$ cat src/rtl/eep_pkg.sv
`default_nettype none
// ============================================================================
// Module  : eep_pkg
// Brief   : Shared widths, data typedefs and fetch FSM encoding for eep_fetch.
// Revision: 1.0 - initial release
// ============================================================================
package eep_pkg;

  localparam int C_REG_WIDTH   = 16;
  localparam int C_INSTR_WIDTH = 16;

  typedef logic [C_REG_WIDTH-1:0]   reg_t;
  typedef logic [C_INSTR_WIDTH-1:0] instr_t;

  typedef enum logic [1:0] {
    ST_IDLE = 2'd0,
    ST_RUN  = 2'd1,
    ST_HALT = 2'd2
  } fetch_state_t;

endpackage
`default_nettype wire

$ cat src/rtl/eep_fetch_fifo.sv
`default_nettype none
// ============================================================================
// Module  : eep_fetch_fifo
// Brief   : Two-entry shift FIFO; slot 0 is always the head, so the outputs
//           come straight from a register.
// Revision: 1.0 - initial release
// ============================================================================
module eep_fetch_fifo #(
  parameter int WIDTH = 32
) (
  input  logic             clk,
  input  logic             rst_n,
  input  logic             flush,
  input  logic             push,
  input  logic             pop,
  input  logic [WIDTH-1:0] din,
  output logic [WIDTH-1:0] dout,
  output logic [1:0]       count
);

  logic [WIDTH-1:0] r_mem0;
  logic [WIDTH-1:0] r_mem1;
  logic [1:0]       r_count;
  logic             w_pop;
  logic             w_push;
  logic [1:0]       w_wr_idx;

  assign w_pop    = pop && (r_count != 2'd0);
  assign w_push   = push && ((r_count != 2'd2) || w_pop);
  assign w_wr_idx = r_count - {1'b0, w_pop};

  always_ff @(posedge clk or negedge rst_n) begin
    if (!rst_n) begin
      r_mem0  <= '0;
      r_mem1  <= '0;
      r_count <= 2'd0;
    end else if (flush) begin
      r_count <= 2'd0;
    end else begin
      if (w_pop) begin
        r_mem0 <= r_mem1;
      end
      // A write into slot 0 must win over the shift above.
      if (w_push) begin
        if (w_wr_idx == 2'd0) begin
          r_mem0 <= din;
        end else begin
          r_mem1 <= din;
        end
      end
      case ({w_push, w_pop})
        2'b10:   r_count <= r_count + 2'd1;
        2'b01:   r_count <= r_count - 2'd1;
        default: r_count <= r_count;
      endcase
    end
  end

  assign dout  = r_mem0;
  assign count = r_count;

endmodule
`default_nettype wire

$ cat src/rtl/eep_fetch.sv
`default_nettype none
// ============================================================================
// Module  : eep_fetch
// Brief   : Instruction fetch unit with a synchronous ROM and 2-entry buffer.
//           Optional perf counters enabled by macro EEP_FETCH_PERF_EN.
// Revision: 1.0 - initial release
// ============================================================================
module eep_fetch
  import eep_pkg::*;
#(
  parameter int                   REG_WIDTH   = C_REG_WIDTH,
  parameter int                   INSTR_WIDTH = C_INSTR_WIDTH,
  parameter logic [REG_WIDTH-1:0] RESET_PC    = '0
) (
  input  logic                   clk,
  input  logic                   rst_n,
  output logic [REG_WIDTH-1:0]   pc,
  input  logic [INSTR_WIDTH-1:0] rom_data,
  input  logic                   br_valid,
  input  logic [REG_WIDTH-1:0]   br_target,
  input  logic                   halt,
  output logic                   instr_valid,
  input  logic                   instr_ready,
  output logic [INSTR_WIDTH-1:0] instr,
  output logic [REG_WIDTH-1:0]   instr_pc
`ifdef EEP_FETCH_PERF_EN
  ,
  output logic [31:0]            fetch_count,
  output logic [31:0]            stall_count
`endif
);

  localparam int                   C_ENTRY_W = INSTR_WIDTH + REG_WIDTH;
  localparam logic [REG_WIDTH-1:0] C_PC_ONE  = {{(REG_WIDTH-1){1'b0}}, 1'b1};

  fetch_state_t         r_state;
  logic [REG_WIDTH-1:0] r_pc;
  logic [REG_WIDTH-1:0] r_inflight_pc;
  logic                 r_inflight;
  logic                 w_pop;
  logic                 w_push;
  logic                 w_issue;
  logic [1:0]           w_count;
  logic [C_ENTRY_W-1:0] w_head;

  // A redirect kills this edge's pop, push and issue so nothing stale survives.
  assign w_pop   = instr_valid && instr_ready && !br_valid;
  assign w_push  = r_inflight && !br_valid;
  assign w_issue = (r_state == ST_RUN) && !br_valid && !halt &&
                   (({1'b0, w_count} + {2'b00, r_inflight}) < (3'd2 + {2'b00, w_pop}));

  always_ff @(posedge clk or negedge rst_n) begin
    if (!rst_n) begin
      r_state       <= ST_IDLE;
      r_pc          <= RESET_PC;
      r_inflight    <= 1'b0;
      r_inflight_pc <= '0;
    end else begin
      r_inflight <= w_issue;
      if (w_issue) begin
        r_inflight_pc <= r_pc;
        r_pc          <= r_pc + C_PC_ONE;
      end
      if (br_valid) begin
        r_pc    <= br_target;
        r_state <= ST_RUN;
      end else begin
        case (r_state)
          ST_IDLE: r_state <= ST_RUN;
          ST_RUN:  if (halt) r_state <= ST_HALT;
          default: r_state <= r_state;
        endcase
      end
    end
  end

  eep_fetch_fifo #(
    .WIDTH (C_ENTRY_W)
  ) u_fifo (
    .clk   (clk),
    .rst_n (rst_n),
    .flush (br_valid),
    .push  (w_push),
    .pop   (w_pop),
    .din   ({rom_data, r_inflight_pc}),
    .dout  (w_head),
    .count (w_count)
  );

  assign pc          = r_pc;
  assign instr_valid = (w_count != 2'd0);
  assign instr       = w_head[C_ENTRY_W-1 -: INSTR_WIDTH];
  assign instr_pc    = w_head[REG_WIDTH-1:0];

`ifdef EEP_FETCH_PERF_EN
  always_ff @(posedge clk or negedge rst_n) begin
    if (!rst_n) begin
      fetch_count <= 32'd0;
      stall_count <= 32'd0;
    end else begin
      if (w_issue) fetch_count <= fetch_count + 32'd1;
      if (instr_valid && !instr_ready) stall_count <= stall_count + 32'd1;
    end
  end
`endif

endmodule
`default_nettype wire

$ cat config.mk
export PLATFORM = sky130hd
export DESIGN_NAME = eep_fetch
export DESIGN_NICKNAME = d
export VERILOG_FILES = /design/src/rtl/eep_pkg.sv /design/src/rtl/eep_fetch_fifo.sv /design/src/rtl/eep_fetch.sv
export SDC_FILE = /design/constraint.sdc
export NUM_CORES = 1
export LEC_CHECK = 0
export CORE_MARGIN = 1
export CORE_UTILIZATION = 35
export CTS_BUF_LIST = sky130_fd_sc_hd__clkbuf_8
export CTS_CLUSTER_SIZE = 40
export DETAILED_ROUTE_END_ITERATION = 8
export HOLD_SLACK_MARGIN = 0.06
export PLACE_DENSITY_LB_ADDON = 0.1
export SLEW_MARGIN = 30
export SYNTH_ARGS = -nofsm -noshare
export SYNTH_HDL_FRONTEND = slang
export SYNTH_SLANG_ARGS = --single-unit
$ cat constraint.sdc
create_clock -name clk -period 4.09 [get_ports clk]
set_clock_uncertainty 0.2 [all_clocks]
set_input_delay 1.0225 -clock clk [delete_from_list [all_inputs] [get_ports clk]]
set_output_delay 1.0225 -clock clk [all_outputs]
set_load 0.01 [all_outputs]
* After elaboration in Yosys (flattened, before gate mapping) *
Index checks and enable logic that the tools add are counted.

storage, ports and cells
  register bits = 101
  word-level logic and storage cells = 50

cells by class
  add/sub/neg operators = 6
  $lt $le $gt $ge = 1
  equal/unequal tests = 5
  muxes and demuxes = 10
  bitwise gates (word level) = 2
  reductions and logical operators = 19

operator list
  kind                                               number
  two-way mux 32 bit                                 3
  two-way mux 16 bit                                 2
  adder 16 x 1 -> 16 bit (second input constant)     1
  logical AND 1 bit                                  8
  one-hot mux 2 bit (2 select lines)                 2
  two-way mux 2 bit                                  3
  nonzero test 3 bit                                 2
  == test 2 x 1 -> 1 bit (second input constant)     2
  zero test 2 bit                                    2
  nonzero test 2 bit                                 2
  adder 2 x 1 -> 3 bit                               1
  adder 2 x 1 -> 3 bit (first input constant)        1
  less-than comparator 3 bit                         1
  inequality test 3 bit (second input constant)      1
  AND reduction 3 bit                                1
  adder 2 x 1 -> 2 bit (second input constant)       1
  == test 2 bit (second input constant)              1
  zero test 1 bit                                    2
  inequality test 2 bit (second input constant)      1
  NOT 1 bit                                          2
  AND reduction 2 bit                                1
  subtractor 2 x 1 -> 2 bit                          1
  subtractor 2 x 1 -> 2 bit (second input constant)  1
  logical OR 1 bit                                   1

* Longest topological paths before layout *
  depth after elaboration = 9
  gate-level depth with buffers = 8
  depth with buffers taken out = 7

* Cells and area by module *
A second synthesis with hierarchy kept.

second synthesis, totals
  cells, all modules = 350
  area, all modules = 4,618.2 um^2

by module, submodules not included
  module          times used  cells each  area an instance (um^2)  sequential area each (um^2)
  eep_fetch_fifo  1           199         2,881.5                  1,651.6
  eep_fetch       1           151         1,736.7                  875.8

* Worst setup path before layout *
Ideal clock, no wire load.

  path type = input to register
  start point = input port br_valid
  end point = register r_inflight_pc[10]
  library setup time = 0.125 ns
  data arrival time = 2.347 ns
  path slack = 1.419 ns
  cell stages on the path = 6
  cell sequence = buf_2 > o41ai_4 > nand2_2 > clkinv_2 > buf_6 > mux2_2

on the way
  longest elaborated chain between the ends = 5
  elaborated cells on any way between the ends = 7
  those cells by class = add/sub: 1; order compare: 1; reduce/logical: 5

RTL lines
  item                        RTL line                          source
  from (decl)                 eep_fetch.sv:19                   input logic br_valid,
  zero test 1 bit (*)         eep_fetch.sv:47, eep_fetch.sv:49
  logical AND 1 bit           eep_fetch.sv:47                   assign w_pop = instr_valid && instr_ready && !br_valid;
  adder 2 x 1 -> 3 bit        eep_fetch.sv:50                   (({1'b0, w_count} + {2'b00, r_inflight}) < (3'd2 + {2'b00, w_pop}));
  less-than comparator 3 bit  eep_fetch.sv:50
  logical AND 1 bit (*)       eep_fetch.sv:49                   assign w_issue = (r_state == ST_RUN) && !br_valid && !halt &&
  to (signal assigned)        eep_fetch.sv:61                   r_inflight_pc <= r_pc;
  to (decl)                   eep_fetch.sv:38                   logic [REG_WIDTH-1:0] r_inflight_pc;

Mark *: on every way between the ends. The rest lies on a longest branch, timed or not.
A chain may end at the register's enable or synchronous reset.

* Final worst setup path *
  start point = input port instr_ready
  end point = register r_inflight_pc[0]

on the way
  longest elaborated chain between the ends = 5

RTL lines
  item                            RTL line         source
  from (decl)                     eep_fetch.sv:23  input logic instr_ready,
  logical AND 1 bit (2 in a row)  eep_fetch.sv:47
  adder 2 x 1 -> 3 bit            eep_fetch.sv:50
  less-than comparator 3 bit      eep_fetch.sv:50
  logical AND 1 bit               eep_fetch.sv:49

Every way passes these cells.

==> results.cfg <==
[run_status]
status = complete, no violations

[synthesis]
ys_seq_area_frac = 0.550
ys_ff_latch = 101
synth_edf_count = 0
postSynth.topFlopCell = dfrtp_1
synth_top_area_share = 0.550
yosys_warnings = 0
synth_area_per_cell_sq_um = 11.1
syn_area_sq_mm = 0.00459
synth_common_cells = dfrtp_1, nand2_1, mux2_2
synth_cells = 412
yosysTopAreaCell = dfrtp_1
synthesis.nets = 452
synth_cell_types = 47
async_flop_share = 1.00
yosysMostFrequentCell = dfrtp_1
synthTopCellsByArea = dfrtp_1, mux2_2, o31ai_1, nand2_1, nor3_1

[worst_setup_path]
worstSetupPathType = in2reg
crit_chain = clkdlybuf4s50_1 -> inv_1 -> o41ai_4 -> nand2_2 -> clkinv_2 -> mux2_2
path_buf_inv = 3
crit_path_top_delay_cell = clkdlybuf4s50_1
cp_max_fo = 24
max_stage_delay_ns = 0.54
cp_top_family = buffers and inverters
worst_setup_path_end_kind = flop
start_kind = input pin
cp.required_ns = 4.14
cp_data_arrival_time_ns = 3.18

[global_routing]
grt_pass1_wl_um = 17300
antenna_found_initial = 0
grt_start_max_net_pins = 65
grt_pass1_vias = 3180
track_usage = 0.170
overflow = 0

[routing]
vias_per_cell = 5.09
wl_um = 10800
wl_per_cell_um = 16.3
drt_iter0_drc = 234
drc = 0
drt-pass1-iter-count = 4
num_vias = 3384
ant_nets = 0

[cells_and_area]
final_layout_size_suffix_gt1_frac = 0.170
final_area_sq_mm = 0.00584
diodes = 0
utilization = 0.459
fin_nets = 529
syn2layout_area_growth_pct = 27.2

[clocking]
clk_pin_slew_worst_paths_ns = 0.09
numCtsBuffers = 9
clock_tree.root_cell = clkbuf_8
worstSkewPairLatency_ns = 0.37
post_cts_buffers = 0
cts.htree.levels = 3
cts_tree = done
cts_hold_buf = 0
cts_buffer_depth = 2
ctsResizeCount = 0
clock_sinks = 101

[placed_design]
dp_hpwl_um = 7080
post_dp_cell_area_sq_mm = 0.00563
gp_congestion = 0.755
portBuffers = 85

[run]
cap_violations = 0

[sta]
period_share = 0.765
finalHoldViolations = 0
worstMarginPinSlew_ns = 0.710
slew_headroom = 0.526
fin_setup_tns_ns = 0
grt_setup_unrepaired = no
final.min_clock_period_ns = 3.13
slew_violations = 0
setup_violations = 0
fmax_ghz = 0.320

[floorplan]
dieArea_sq_mm = 0.0136
num_io_pins = 86
coreArea_sq_mm = 0.0127
die_x_um = 117
std_cell_rows = 41
start_util = 0.361
die_y_um = 117

[power]
vdd_drop_max_mv = 0.145
p_leak_nw = 2.48
power.density_mw_per_mm2 = 470

[worst_hold_path]
hold_class = reg2reg
flip-flops by register name (all words and copies together), names as in the netlist:
name           flops
r_inflight         1
r_inflight_pc     16
u_fifo.r_mem1     32
pc                16
r_state            2
u_fifo.dout       32
u_fifo.count       2
where the power goes:
group	internal, W	switching, W	total [W]
Clock	0.000355	0.000346	0.000702
Sequential	0.00120	0.000157	0.00136
Combinational	0.000408	0.000272	0.000680
Total	0.00197	0.000776	0.00274
cell type report:
class	instances	area, sq um
tap	172	215
clock inverter	5	76.3
clock buffer	10	138
timing repair buffer	93	928
sequential	101	2530
multi-input combinational	279	1940
inverter	5	20.0
fill	1227	6880
cells by family after synthesis:
| group | after synthesis | synth area share |
|---|---|---|
| multiplexers | 54 | 0.131 |
| buffers and inverters | 32 | 0.0324 |
| AND/OR/NAND/NOR | 145 | 0.150 |
| adder cells (fa/ha/maj) | 3 | 0.00818 |
| flip-flops | 101 | 0.550 |
| AO/OA/AOI/OAI | 74 | 0.122 |
| XOR/XNOR | 3 | 0.00572 |
worst reg2reg max path: stages, from the launching register on:
cell,delay [ns]
dfrtp_1,0.47
ha_1,0.24
ha_1,0.32
o41ai_4,0.11
nand2_2,0.28
clkinv_2,0.41
a21o_1,0.28
a221o_1,0.28
routing by layer:
layer	wire [um]	up-vias	global-route usage
li1	-	1642	-
met1	5400	1660	0.245
met2	4900	71	0.259
met3	372	11	0.0244
met5	0	-	0
met4	155	0	0.0616
per-stage QoR:
step / total power, W / setup slack [ns] / std cells / hold slack [ns]
finish: 0.00274 / 0.960 / 665 / 0.305
floorplan: 0.00167 / 1.42 / 412 / 0.261
detailed placement: 0.00207 / 0.583 / 650 / 0.293
global placement: 0.00206 / 0.620 / 650 / 0.288
CTS: 0.00278 / 0.977 / 665 / 0.314
global route: 0.00291 / 0.818 / 665 / 0.329
final timing paths:
| kind | from | to | slack [ns] | cells past startpoint |
|---|---|---|---|---|
| max reg2reg | r_inflight | pc[5] | 1.40 | 7 |
| max | instr_ready | r_inflight_pc[0] | 0.96 | 6 |
| min reg2reg | r_inflight_pc[1] | u_fifo.dout[1] | 0.31 | 2 |
| max in group asynchronous | rst_n | r_inflight | 2.46 | 2 |
| min in group asynchronous | rst_n | u_fifo.dout[7] | 0.48 | 1 |
| min | r_inflight_pc[1] | u_fifo.dout[1] | 0.31 | 2 |
layout by cell type, fill, tap and decap left out, drive strengths merged:
cell type	Yosys	final
dfrtp	101	101
clkdlybuf4s50	0	83
nand2	52	52
mux2	47	47
nor2	33	33
nor3	31	31
o31ai	26	26
o21ai	16	16
clkbuf	14	10
buf	13	10
a21oi	9	9
a221o	8	8
mux2i	7	7
inv	4	5
nand4	4	4
and3	4	4
nand3	4	4
o311ai	4	4
nand2b	3	3
or3	3	3
and4	3	3
a21o	3	3
ha	3	3
or2	3	3
clkinv	1	2
o2bb2a	2	2
a22oi	2	2
xnor2	2	2
bufinv	0	2
nor4	2	2
o41ai	1	1
nor2b	1	1
xor2	1	1
nand3b	1	1
a221oi	1	1
o21bai	1	1
a31oi	1	1
or4	1	1
clkinvlp	0	1
Note: power is estimated with default switching activity, not from simulation.
